[src/rtl/axis_fifo_pkg.sv]
// Shared defaults and entry layout for the AXI4-Stream data FIFO.
package axis_fifo_pkg;

  localparam int unsigned DefDataWidth = 32;
  localparam int unsigned DefDepth     = 16;

  typedef struct packed {
    logic                    tlast;
    logic [DefDataWidth-1:0] tdata;
  } axis_entry_t;

endpackage

[src/rtl/axis_fifo_core.sv]
// Circular-buffer storage with pointers, occupancy count and registered full/empty flags.
module axis_fifo_core #(
  parameter int unsigned Width = 33,
  parameter int unsigned Depth = 16,
  localparam int unsigned PtrW = $clog2(Depth),
  localparam int unsigned CntW = PtrW + 1
) (
  input  logic             clk_i,
  input  logic             rst_ni,
  input  logic             push_i,
  input  logic [Width-1:0] wdata_i,
  input  logic             pop_i,
  output logic [Width-1:0] rdata_o,
  output logic             not_full_o,
  output logic             not_empty_o
);

  logic [Width-1:0] mem_q [Depth];
  logic [PtrW-1:0]  wr_ptr_q, wr_ptr_d;
  logic [PtrW-1:0]  rd_ptr_q, rd_ptr_d;
  logic [CntW-1:0]  count_q, count_d;
  logic             not_full_q, not_empty_q;
  logic             do_push, do_pop;

  // Flags gate the requests so a full FIFO never accepts, even with a same-cycle pop.
  assign do_push = push_i && not_full_q;
  assign do_pop  = pop_i && not_empty_q;

  always_comb begin
    wr_ptr_d = wr_ptr_q;
    rd_ptr_d = rd_ptr_q;
    count_d  = count_q;
    if (do_push) wr_ptr_d = wr_ptr_q + PtrW'(1);
    if (do_pop)  rd_ptr_d = rd_ptr_q + PtrW'(1);
    case ({do_push, do_pop})
      2'b10:   count_d = count_q + CntW'(1);
      2'b01:   count_d = count_q - CntW'(1);
      default: count_d = count_q;
    endcase
  end

  always_ff @(posedge clk_i or negedge rst_ni) begin
    if (!rst_ni) begin
      wr_ptr_q    <= '0;
      rd_ptr_q    <= '0;
      count_q     <= '0;
      not_full_q  <= 1'b0;
      not_empty_q <= 1'b0;
    end else begin
      wr_ptr_q    <= wr_ptr_d;
      rd_ptr_q    <= rd_ptr_d;
      count_q     <= count_d;
      not_full_q  <= (count_d != CntW'(Depth));
      not_empty_q <= (count_d != '0);
    end
  end

  always_ff @(posedge clk_i) begin
    if (do_push) mem_q[wr_ptr_q] <= wdata_i;
  end

  assign rdata_o     = mem_q[rd_ptr_q];
  assign not_full_o  = not_full_q;
  assign not_empty_o = not_empty_q;

endmodule

[src/rtl/simulation_wrapper.sv]
// AXI4-Stream data FIFO wrapper; define AXIS_FIFO_PACKET_MODE_EN to release data only
// once a complete packet is buffered (or the FIFO is full).
module simulation_wrapper
  import axis_fifo_pkg::*;
#(
  parameter int unsigned DATA_WIDTH = DefDataWidth,
  parameter int unsigned DEPTH      = DefDepth
) (
  input  logic                  aclk,
  input  logic                  aresetn,
  input  logic [DATA_WIDTH-1:0] s_axis_tdata,
  input  logic                  s_axis_tvalid,
  input  logic                  s_axis_tlast,
  output logic                  s_axis_tready,
  output logic [DATA_WIDTH-1:0] m_axis_tdata,
  output logic                  m_axis_tvalid,
  output logic                  m_axis_tlast,
  input  logic                  m_axis_tready
);

  typedef struct packed {
    logic                  tlast;
    logic [DATA_WIDTH-1:0] tdata;
  } entry_t;

  entry_t wr_entry, head;
  logic   core_not_full, core_not_empty;
  logic   push, pop;

  assign wr_entry = '{tlast: s_axis_tlast, tdata: s_axis_tdata};
  assign push     = s_axis_tvalid && s_axis_tready;
  assign pop      = m_axis_tvalid && m_axis_tready;

  axis_fifo_core #(
    .Width ($bits(entry_t)),
    .Depth (DEPTH)
  ) u_core (
    .clk_i       (aclk),
    .rst_ni      (aresetn),
    .push_i      (push),
    .wdata_i     (wr_entry),
    .pop_i       (pop),
    .rdata_o     (head),
    .not_full_o  (core_not_full),
    .not_empty_o (core_not_empty)
  );

  assign s_axis_tready = core_not_full;
  assign m_axis_tdata  = head.tdata;
  assign m_axis_tlast  = core_not_empty && head.tlast;

`ifdef AXIS_FIFO_PACKET_MODE_EN
  localparam int unsigned CntW = $clog2(DEPTH) + 1;

  logic [CntW-1:0] pkt_cnt_q, pkt_cnt_d;
  logic            push_last, pop_last;

  assign push_last = push && s_axis_tlast;
  assign pop_last  = pop && head.tlast;

  always_comb begin
    pkt_cnt_d = pkt_cnt_q;
    case ({push_last, pop_last})
      2'b10:   pkt_cnt_d = pkt_cnt_q + CntW'(1);
      2'b01:   pkt_cnt_d = pkt_cnt_q - CntW'(1);
      default: pkt_cnt_d = pkt_cnt_q;
    endcase
  end

  always_ff @(posedge aclk or negedge aresetn) begin
    if (!aresetn) pkt_cnt_q <= '0;
    else          pkt_cnt_q <= pkt_cnt_d;
  end

  // A full FIFO with no tlast would otherwise stall forever, so release it anyway.
  assign m_axis_tvalid = core_not_empty && ((pkt_cnt_q != '0) || !core_not_full);
`else
  assign m_axis_tvalid = core_not_empty;
`endif

endmodule

[config.mk]
export PLATFORM = sky130hd
export DESIGN_NAME = simulation_wrapper
export DESIGN_NICKNAME = d
export VERILOG_FILES = /design/src/rtl/axis_fifo_pkg.sv /design/src/rtl/axis_fifo_core.sv /design/src/rtl/simulation_wrapper.sv
export SDC_FILE = /design/constraint.sdc
export NUM_CORES = 1
export LEC_CHECK = 0
export ABC_CLOCK_PERIOD_IN_PS = 3600
export BUFFER_PORTS_ARGS = -buffer_cell sky130_fd_sc_hd__buf_2
export CAP_MARGIN = 20
export CORE_MARGIN = 5
export CORE_UTILIZATION = 53
export DETAILED_ROUTE_END_ITERATION = 10
export PLACE_DENSITY = 0.74
export SETUP_SLACK_MARGIN = 0.1
export SLEW_MARGIN = 20
export SYNTH_ARGS = -nofsm -noshare
export SYNTH_HDL_FRONTEND = slang
export SYNTH_SLANG_ARGS = --single-unit
[constraint.sdc]
create_clock -name aclk -period 3.6 [get_ports aclk]
set_input_delay 0.36 -clock aclk [delete_from_list [all_inputs] [get_ports aclk]]
set_output_delay 0.36 -clock aclk [all_outputs]
set_load 0.1 [all_outputs]
==> results.ini, run 1 <==
[status]
status = finished clean

[grt]
grt_max_degree = 39
antenna_found_initial = 1
grt_pass1_wl_um = 67700
grt_pass1_vias = 11039
grt-ovfl-total = 0
grt_use_total_pct = 20.3

[synth]
synth_nets = 1122
synth_area_leaders = edfxtp_1, mux4_2, mux2i_1
synth.distinct_cells = 44
syn_inst = 1078
async_flop_share_pct = 2.76
seq_area_frac_synth_pct = 76.8
avgSynthCellArea_um2 = 19.6
synth_area_um2 = 21100
synth_area_leader_cell = edfxtp_1
synth_top_area_share_pct = 75.1
synth-main-ff-cell = edfxtp_1
synth-edff-count = 528
synth_warnings = 0
yosys_register_bits = 543

[power]
p_clk_share_pct = 23.3
p_seq_share_pct = 37.2
power_leakage_nw = 7.98
vdd_ir_drop_max_uv = 635
switching_share_pct = 40.1
p_switching_w = 0.00870
p_int_w = 0.0130
power.density_nw_per_um2 = 907
combPwrFrac_pct = 39.6

[cells_and_area]
final_common_cell = edfxtp_1
layout.cells.non_filler = 1748
final_cell_mix = edfxtp_1, mux2i_1, buf_2
fillers = 2744
area_growth_pct = 13.3
diodes = 0
nNetsFinal = 1231
layout-drive-gt1-share_pct = 24.9

[timing]
fmax_mhz = 295
min_period_ns = 3.39
final-hold-violation-count = 0
worst_pin_slew_ns = 1.11
tns_ns = 0
slew_violations = 0
fin_skew_ns = 0.0168
slew_headroom_pct = 25.8
fin_crit_sh_pct = 94.1
rsz0062_at_grt = false
setup_viol = 0

[setup_path]
endpoint_kind = output pin
ff2ff_path_depth = 10
worstPathMaxFanout = 19
arrival_ns = 3.03
r2r_end = u_core.not_empty_o
reg2reg_slack_ns = 0.97
r2r_start = u_core.not_empty_o
worstSetupPathType = reg -> out
start_kind = register
worstPathRequired_ns = 3.24

[routing]
viasPerCell = 6.12
drtIter0Drc = 1009
top_layer = met5
antenna_left = 0
drc_errors = 0
met1Wirelength_um = 18500
routedWlPerCell_um = 25.6
met3WireLength_um = 3400
finalWirelength_um = 44700
met2_length_um = 22000
vias = 10695
drtPass1Iterations = 5

[cts]
cts_sinks = 543
cts.clk_slew.worst_paths_ns = 0.06
root_buffer = clkbuf_16
clock_tree.buffer_depth = 3
cts_htree_levels = 2
insertion_delay_ns = 0.57
cts_buffers = 52
cts_tree = built

[floorplanning]
io_pins = 72
die_w_um = 210
dieArea_um2 = 44000
die_h_um = 210
start_util_pct = 53.4
coreArea_um2 = 39500
num_rows = 73

[min_path]
hold_depth = 1
holdCritStartpoint = s_axis_tdata[19]
hold_path.class = in -> reg
min_to = u_core.mem_q[2][19]

[run]
maxCapViolCount = 0

[place]
hpwl_um = 24200
port_buffers = 71
routabilityCongestion = 0.755
placed_cells = 1654

-- flip-flops by register name (all words and copies together) (netlist names) --
register,flops
u_core.mem_q,528
u_core.count_q,5
u_core.rd_ptr_q,4
u_core.wr_ptr_q,4
u_core.not_empty_o,1
u_core.not_full_o,1
-- kinds of logic after synthesis --
| logic type | count (synthesis) | synth area share, % |
|---|---|---|
| AO/OA/AOI/OAI | 172 | 5.17 |
| buffers and inverters | 63 | 1.43 |
| adder cells (fa/ha/maj) | 7 | 0.415 |
| multiplexers | 198 | 13.7 |
| AND/OR/NAND/NOR | 85 | 2.07 |
| flip-flops | 543 | 76.8 |
| XOR/XNOR | 10 | 0.415 |
-- power by group through the flow --
stage                     Combinational (W)  Clock (W)  Sequential, W
after detailed placement            0.00847          0        0.00825
after global placement              0.00840          0        0.00820
after CTS                           0.00866    0.00512        0.00806
after floorplan                     0.00676          0        0.00797
final                               0.00859    0.00505        0.00807
after global routing                0.00907    0.00540        0.00812
-- cell usage after synthesis (2+ instances only) --
library cell,count
inv_1,3
nor3_1,2
a221oi_1,32
o21ai_0,66
clkbuf_1,25
mux4_2,69
nand2_1,42
nand4_1,2
a21oi_1,32
buf_4,10
nor2b_1,2
a22oi_1,33
buf_2,17
and2_1,14
edfxtp_1,528
ha_1,7
nand3b_1,2
a21o_1,2
nand4b_1,2
dfrtp_1,15
a31oi_1,2
buf_1,5
xnor2_1,9
mux2_2,33
mux2i_1,96
inv_2,2
nand3_1,6
and3_1,4
-- critical path, cell delays in order, from the launching register on --
cell	delay [ns]
dfrtp_4	0.66
and2_2	0.36
buf_4	0.23
a221oi_1	0.46
o21ai_0	0.16
nand2_1	0.14
buf_2	0.44
-- layer usage --
layer | vias up | global-route usage, %
met5 | - | 0
met4 | 2 | 5.11
met3 | 68 | 3.83
met2 | 435 | 32.6
met1 | 5542 | 29.3
li1 | 4648 | -
-- layout make-up --
class | instances | area, µm² | area share [%]
Inverter | 5 | 18.8 | 0.0784
Sequential cell | 543 | 16200 | 67.9
Tap cell | 525 | 657 | 2.74
Clock inverter | 21 | 156 | 0.654
Timing Repair Buffer | 112 | 822 | 3.44
Clock buffer | 69 | 1410 | 5.88
Multi-Input combinational cell | 473 | 4630 | 19.3
-- timing repair --
action                                 CTS  global route
cloned                                   0             1
hold buffers                             1             0
setup buffers                            2             0
resized for setup                        0             1
setup endpoints to repair               14            13
endpoints found under the hold margin   15             0
-- per-stage QoR --
step	area [µm²]	utilization [%]	worst slack [ns]	total power, W	hold WS [ns]
4_1_cts	23900	60.5	0.106	0.0218	0.139
3_5_place_dp	22300	56.4	0.552	0.0167	0.298
6_report	23900	60.5	0.214	0.0217	0.167
2_1_floorplan	21100	-	0.590	0.0147	0.0644
5_1_grt	23900	60.5	0.111	0.0226	0.159
3_3_place_gp	22300	56.4	0.591	0.0166	0.288
-- how the worst max path moves through the flow --
stage                                   from           endpoint  cells past startpoint
final                     u_core.rd_ptr_q[1]   m_axis_tdata[30]                      6
after global routing      u_core.rd_ptr_q[1]   m_axis_tdata[12]                      6
after CTS                 u_core.rd_ptr_q[1]       m_axis_tlast                      5
after detailed placement  u_core.rd_ptr_q[1]       m_axis_tlast                      5
after global placement    u_core.rd_ptr_q[1]   m_axis_tdata[26]                      6
after floorplan           u_core.not_empty_o  u_core.not_full_o                     10
Note: power is estimated with default switching activity, not from simulation.
==> run 2: changes to the inputs <==
ABC_AREA = 1   (was not set)
==> results.ini, run 2 <==
[routing]
finalWirelength_um = 49100  ; +9.7%
routedWlPerCell_um = 22.6  ; -12%
vias = 13092  ; +22%
viasPerCell = 6.02  ; -1.5%
drtPass1Iterations = 5  ; unchanged
drtIter0Drc = 1383  ; +37%
drc_errors = 0  ; unchanged
antenna_left = 0  ; unchanged

[floorplanning]
start_util_pct = 53.5  ; +0.11 points
num_rows = 73  ; unchanged
die_h_um = 210  ; +0.21%
io_pins = 72  ; unchanged
dieArea_um2 = 44100  ; +0.43%
die_w_um = 210  ; +0.21%
coreArea_um2 = 39600  ; +0.23%

[place]
dp_slack_ns = 1.01  ; +0.459 ns
placed_cell_area_um2 = 22700  ; +1.9%
routabilityCongestion = 0.762  ; +0.98%
hpwl_um = 26100  ; +7.9%
placed_cells = 2077  ; +26%
port_buffers = 71  ; unchanged

[cts]
clock_tree.buffer_depth = 3  ; unchanged
postCtsSetupBuffers = 0  ; -2
cts_buffers = 51  ; -1.9%
cts_tree = built
cts_hold_buf = 1  ; unchanged
cts_sinks = 543  ; unchanged
cts_resized = 0  ; unchanged
cts.clk_slew.worst_paths_ns = 0.06  ; about the same
cts_htree_levels = 2  ; unchanged
insertion_delay_ns = 0.58  ; about the same
root_buffer = clkbuf_16

[power]
power_leakage_nw = 8.10  ; +1.5%
p_total_w = 0.0238  ; +9.6%
vdd_ir_drop_max_uv = 782  ; +23%
power.density_nw_per_um2 = 980  ; +8.0%

[setup_path]
worstPathMaxFanout = 78  ; +59
arrival_ns = 2.88  ; -0.15 ns
endpoint_kind = output pin
start_kind = register
worstPathRequired_ns = 3.24  ; about the same
worstSetupPathType = reg -> out

[cells_and_area]
regMostFlops = u_core.mem_q
final_common_cell = edfxtp_1
final_cell_mix = edfxtp_1, nand2_1, nor2_1
layout-drive-gt1-share_pct = 13.8  ; -11 points
stdcell_area_um2 = 24300  ; +1.5%
fillers = 2898  ; +5.6%
reg_top3 = u_core.mem_q (528), u_core.count_q (5)
largest_reg_flops = 528  ; unchanged
regArea_um2 = 16200  ; about the same
nNetsFinal = 1650  ; +34%
multiInputGateArea_um2 = 4510  ; -2.6%
area_growth_pct = 14.5
layout.cells.non_filler = 2173  ; +24%

[timing]
worst_pin_slew_ns = 0.842  ; -0.272 ns
tns_ns = 0  ; unchanged
setup_viol = 0  ; unchanged
setup_slack_ns = 0.364  ; +0.150 ns
min_period_ns = 3.24  ; -0.150 ns
slew_headroom_pct = 43.7  ; +18 points
slew_violations = 0  ; unchanged
fin_crit_sh_pct = 89.9  ; -4.2 points
final-hold-violation-count = 0  ; unchanged
fin_skew_ns = 0.0183  ; +0.00152 ns
fmax_mhz = 309  ; +4.6%
rsz0062_at_grt = false

[min_path]
hold_path.class = in -> reg

[grt]
grt_max_degree = 142  ; +260%
grt_pass1_vias = 12934  ; +17%
grt_pass1_wl_um = 75000  ; +11%
grt_use_total_pct = 21.8  ; +1.5 points
antenna_found_initial = 4  ; +3
grt-ovfl-total = 0  ; unchanged

[synth]
seq_area_frac_synth_pct = 76.5  ; -0.34 points
async_flop_share_pct = 2.76  ; unchanged
synth-main-ff-cell = edfxtp_1
synth_area_leader_cell = edfxtp_1
avgSynthCellArea_um2 = 13.8  ; -30%
synth_area_leaders = edfxtp_1, nand2_1, o21ai_0
synth_warnings = 0  ; unchanged
synth_area_um2 = 21200  ; +0.44%
syn_inst = 1541  ; +43%
synth_top_area_share_pct = 74.7  ; -0.33 points
synth-edff-count = 528  ; unchanged
synth_nets = 1585  ; +41%
yosys_register_bits = 543  ; unchanged
synth.distinct_cells = 35  ; -20%
yosysMostFrequentCell = edfxtp_1
netlist_top_cells_count = edfxtp_1, nand2_1, nor2_1

[run]
maxCapViolCount = 0  ; unchanged

[status]
status = finished clean

run 2: cell count changes in the layout (fill, tap and decap cells not counted), moves of 54 or more:
cell,previous run,this run
nor2_1,1,140
o21ai_0,66,120
nand2_1,42,238
o21ai_1,0,69
mux4_2,69,0
mux2i_1,96,0
run 2: path summary, 6_finish.rpt:
| check | from | slack [ns] | cells past startpoint | endpoint |
|---|---|---|---|---|
| worst max-delay path | u_core.rd_ptr_q[0] | 0.36 | 7 | m_axis_tdata[23] |
| worst min-delay path | m_axis_tready | 0.13 | 3 | u_core.rd_ptr_q[0] |
| worst max register to register | u_core.not_full_o | 1.20 | 5 | u_core.mem_q[4][5] |
| worst min register to register | u_core.count_q[0] | 0.54 | 1 | u_core.count_q[0] |
| max in group asynchronous | aresetn | 3.05 | 2 | u_core.rd_ptr_q[0] |
| min in group asynchronous | aresetn | 0.23 | 2 | u_core.wr_ptr_q[1] |
run 2: per-layer routing:
metal  up-vias  global-route usage (%)  share of wire, %
met2       634                    36.1                49
met3       103                    4.21               8.5
met5         -                       0             0.094
met4         6                    7.09               2.6
met1      6444                    29.6                40
li1       5905                       -                 -
run 2: critical path, cell delays in order, from the launching register on:
cell and delay (ns):
dfrtp_4 0.52, inv_6 0.43, buf_12 0.32, nand2_1 0.09
a221oi_1 0.29, o21ai_1 0.16, nand2_1 0.19, buf_12 0.20
run 2: per-stage QoR:
stage | hold WS, ns | util (%)
3_3_place_gp | 0.297 | 57.3
4_1_cts | 0.120 | 61.3
3_5_place_dp | 0.307 | 57.3
5_1_grt | 0.130 | 61.3
2_1_floorplan | 0.0644 | -
6_report | 0.126 | 61.3
run 2: cells by family (layout without fill, tap and decap cells):
family	count (synthesis)	count (layout)	share of synthesized area, %
adders and majority gates	7	7	0.413
buffers and inverters	119	225	2.81
xor gates and xnor gates	7	7	0.289
other	0	1	0
and+or+nand+nor	475	475	9.06
AOI/OAI and AO/OA	390	390	10.9
DFF	543	543	76.5
run 2: layout make-up:
class / count / share of cell area, %
Multi-Input combinational cell: 879 / 18.6
Inverter: 21 / 0.345
Sequential cell: 543 / 66.9
Timing Repair Buffer: 110 / 5.08
Tap cell: 525 / 2.70
Clock inverter: 34 / 1.05
Antenna cell: 1 / 0.0103
Clock buffer: 60 / 5.39
run 2: report_power, final:
group          internal (W)  leakage, nW  switching, W
registers           0.00765         4.94      0.000252
clock network       0.00276        0.764       0.00224
logic               0.00318         2.40       0.00771
total                0.0136         8.10        0.0102
==> run 3: changes to the inputs <==
ABC_CLOCK_PERIOD_IN_PS = 2600   (was 3600)
MAX_ROUTING_LAYER = met4   (was not set)
PLACE_DENSITY = 0.76   (was 0.74)
clock period = 2.6 ns   (was 3.6 ns; I/O delays follow)
==> results.ini, run 3 (synthesis gave the netlist of run 2 again) <==
[place]
placed_cells = 2096  ; +0.91%
routabilityCongestion = 0.810  ; +6.3%
port_buffers = 71  ; unchanged
dp_slack_ns = 0.296  ; -0.714 ns
hpwl_um = 27900  ; +7.0%

[cells_and_area]
area_growth_pct = 23.2
largest_reg_flops = 528  ; unchanged
layout.cells.non_filler = 2233  ; +2.8%
layout-drive-gt1-share_pct = 22.5  ; +8.6 points
nNetsFinal = 1712  ; +3.8%
regMostFlops = u_core.mem_q
final_cell_mix = edfxtp_1, nand2_1, nor2_1
fillers = 2592  ; -11%
final_util_pct = 65.9  ; +4.7 points
reg_top3 = u_core.mem_q (528), u_core.count_q (5)
final_common_cell = edfxtp_1

[routing]
drc_errors = 0  ; unchanged
met1Wirelength_um = 20900  ; +7.3%
finalWirelength_um = 60900  ; +24%
antenna_left = 0  ; unchanged
vias = 14531  ; +11%
met2_length_um = 30200  ; +25%
viasPerCell = 6.51  ; +8.0%
met3WireLength_um = 7130  ; +71%
drtIter0Drc = 2053  ; +48%
drtPass1Iterations = 6  ; +1
top_layer = met4
routedWlPerCell_um = 27.3  ; +21%

[cts]
root_buffer = clkbuf_16
clock_tree.buffer_depth = 3  ; unchanged
insertion_delay_ns = 0.58  ; about the same
cts_buffers = 52  ; +2.0%
cts_tree = built
cts_sinks = 543  ; unchanged
cts.clk_slew.worst_paths_ns = 0.06  ; about the same
cts_htree_levels = 2  ; unchanged

[timing]
setup_slack_ns = -0.144  ; -0.507 ns
final-hold-violation-count = 0  ; unchanged
rsz0062_at_grt = true
slew_headroom_pct = 58.9  ; +15 points
min_period_ns = 2.74
fin_skew_ns = 0.0210  ; +0.00270 ns
fmax_mhz = 364
slew_violations = 0  ; unchanged
setup_viol = 29  ; +29
holdWs_ns = 0.0573  ; -0.0683 ns
fin_crit_sh_pct = 106
worst_pin_slew_ns = 0.616  ; -0.226 ns

[setup_path]
r2r_end = u_core.mem_q[4][16]
r2r_start = u_core.not_full_o
worstSetupPathType = reg -> out
start_kind = register
arrival_ns = 2.48  ; -0.40 ns
worstPathMaxFanout = 8  ; -90%
endpoint_kind = output pin
reg2reg_slack_ns = 0.54  ; -0.66 ns
ff2ff_path_depth = 5  ; unchanged
worstPathRequired_ns = 2.34  ; -0.90 ns

[power]
vdd_ir_drop_max_uv = 1790  ; +130%
p_clk_share_pct = 19.5  ; -1.5 points
power_leakage_nw = 8.89  ; +9.7%
combPwrFrac_pct = 51.0  ; +5.2 points
p_int_w = 0.0212  ; +56%
p_seq_share_pct = 29.5  ; -3.7 points
p_switching_w = 0.0160  ; +57%
switching_share_pct = 43.1  ; +0.19 points
power.density_nw_per_um2 = 1420  ; +45%

[min_path]
hold_depth = 1  ; -2
min_to = u_core.mem_q[13][27]
holdCritStartpoint = s_axis_tdata[27]
hold_path.class = in -> reg

[status]
violations = negative setup slack
status = finished with violations

[grt]
grt-ovfl-total = 0  ; unchanged
grt_use_total_pct = 26.4  ; +4.6 points
grt_pass1_vias = 14277  ; +10%
grt_max_degree = 64  ; -55%
antenna_found_initial = 2  ; -2
grt_pass1_wl_um = 85800  ; +14%

[floorplanning]
num_rows = 73  ; unchanged
dieArea_um2 = 44100  ; unchanged
die_h_um = 210  ; unchanged
die_w_um = 210  ; unchanged
start_util_pct = 53.5  ; unchanged
io_pins = 72  ; unchanged
coreArea_um2 = 39600  ; unchanged

[run]
maxCapViolCount = 0  ; unchanged

## run 3: changes by cell type in the layout (fill, tap and decap cells not counted), moves of 7 or more
cell | previous run | this run
o21ai_2 | 0 | 14
clkbuf_16 | 51 | 64
nand2_4 | 0 | 7
o21ai_0 | 120 | 80
buf_12 | 40 | 65
o21ai_1 | 69 | 95
nand2_1 | 238 | 204
nor2_2 | 0 | 8
a221oi_2 | 5 | 28
buf_16 | 0 | 15
clkinv_2 | 14 | 4
nand2_2 | 3 | 30
nor2_1 | 140 | 128
a221oi_1 | 32 | 9
## run 3: area by class of cell
| class | count | area (µm²) | share of cell area [%] |
|---|---|---|---|
| multi-input cells | 879 | 4980 | 19.1 |
| well taps | 525 | 657 | 2.51 |
| flip-flops and latches | 543 | 16200 | 62.1 |
| clock inverters | 23 | 190 | 0.728 |
| diodes | 3 | 7.51 | 0.0287 |
| repair buffers | 170 | 2530 | 9.70 |
| inverters | 21 | 106 | 0.407 |
| clock buffers | 68 | 1410 | 5.40 |
| repair inverters | 1 | 11.3 | 0.0431 |
## run 3: power by group through the flow
| stage | combinational (W) | clock [W] | sequential (W) |
|---|---|---|---|
| 2_1_floorplan | 0.0100 | 0 | 0.0110 |
| 3_3_place_gp | 0.0150 | 0 | 0.0110 |
| 3_5_place_dp | 0.0154 | 0 | 0.0111 |
| 4_1_cts | 0.0174 | 0.00724 | 0.0109 |
| 5_1_grt | 0.0196 | 0.00766 | 0.0110 |
| 6_report | 0.0190 | 0.00726 | 0.0110 |
## run 3: timing repair
action                                 CTS  global route
endpoints found under the hold margin   15             0
setup endpoints to repair               33            33
setup buffers                           11             6
pin swaps                               11            30
resized for setup                      123            92
hold buffers                             1             0
gates cloned                            12            13
## run 3: worst max-delay path, stage by stage, from the launching register on
cell	delay, ns
dfrtp_4	0.52
inv_12	0.07
buf_12	0.15
buf_12	0.14
buf_8	0.13
o21ai_0	0.22
o22ai_1	0.14
o21ai_1	0.20
nand2_2	0.13
buf_12	0.19
## run 3: routing by layer
| metal | track usage [%] | up-vias |
|---|---|---|
| li1 | - | 6049 |
| met1 | 32.6 | 7137 |
| met2 | 43.9 | 1120 |
| met3 | 5.46 | 225 |
| met4 | 9.45 | 0 |
| met5 | - | - |
## run 3: worst max-delay path by stage
stage                     depth (start not counted)                 to          startpoint
after detailed placement                          6   m_axis_tdata[28]  u_core.rd_ptr_q[0]
after CTS                                         8   m_axis_tdata[24]  u_core.rd_ptr_q[0]
final                                             9   m_axis_tdata[22]  u_core.rd_ptr_q[0]
after global routing                              8   m_axis_tdata[20]  u_core.rd_ptr_q[0]
after global placement                            6    m_axis_tdata[7]  u_core.rd_ptr_q[0]
after floorplan                                  12  u_core.not_full_o  u_core.not_empty_o
## run 3: stage by stage
stage	setup TNS, ns	power, W	area (µm²)
after floorplan	0	0.0210	21400
after global placement	0	0.0261	23000
after detailed placement	0	0.0264	23000
after CTS	-0.391	0.0356	25500
after global routing	-3.26	0.0383	26100
final	-1.54	0.0372	26100
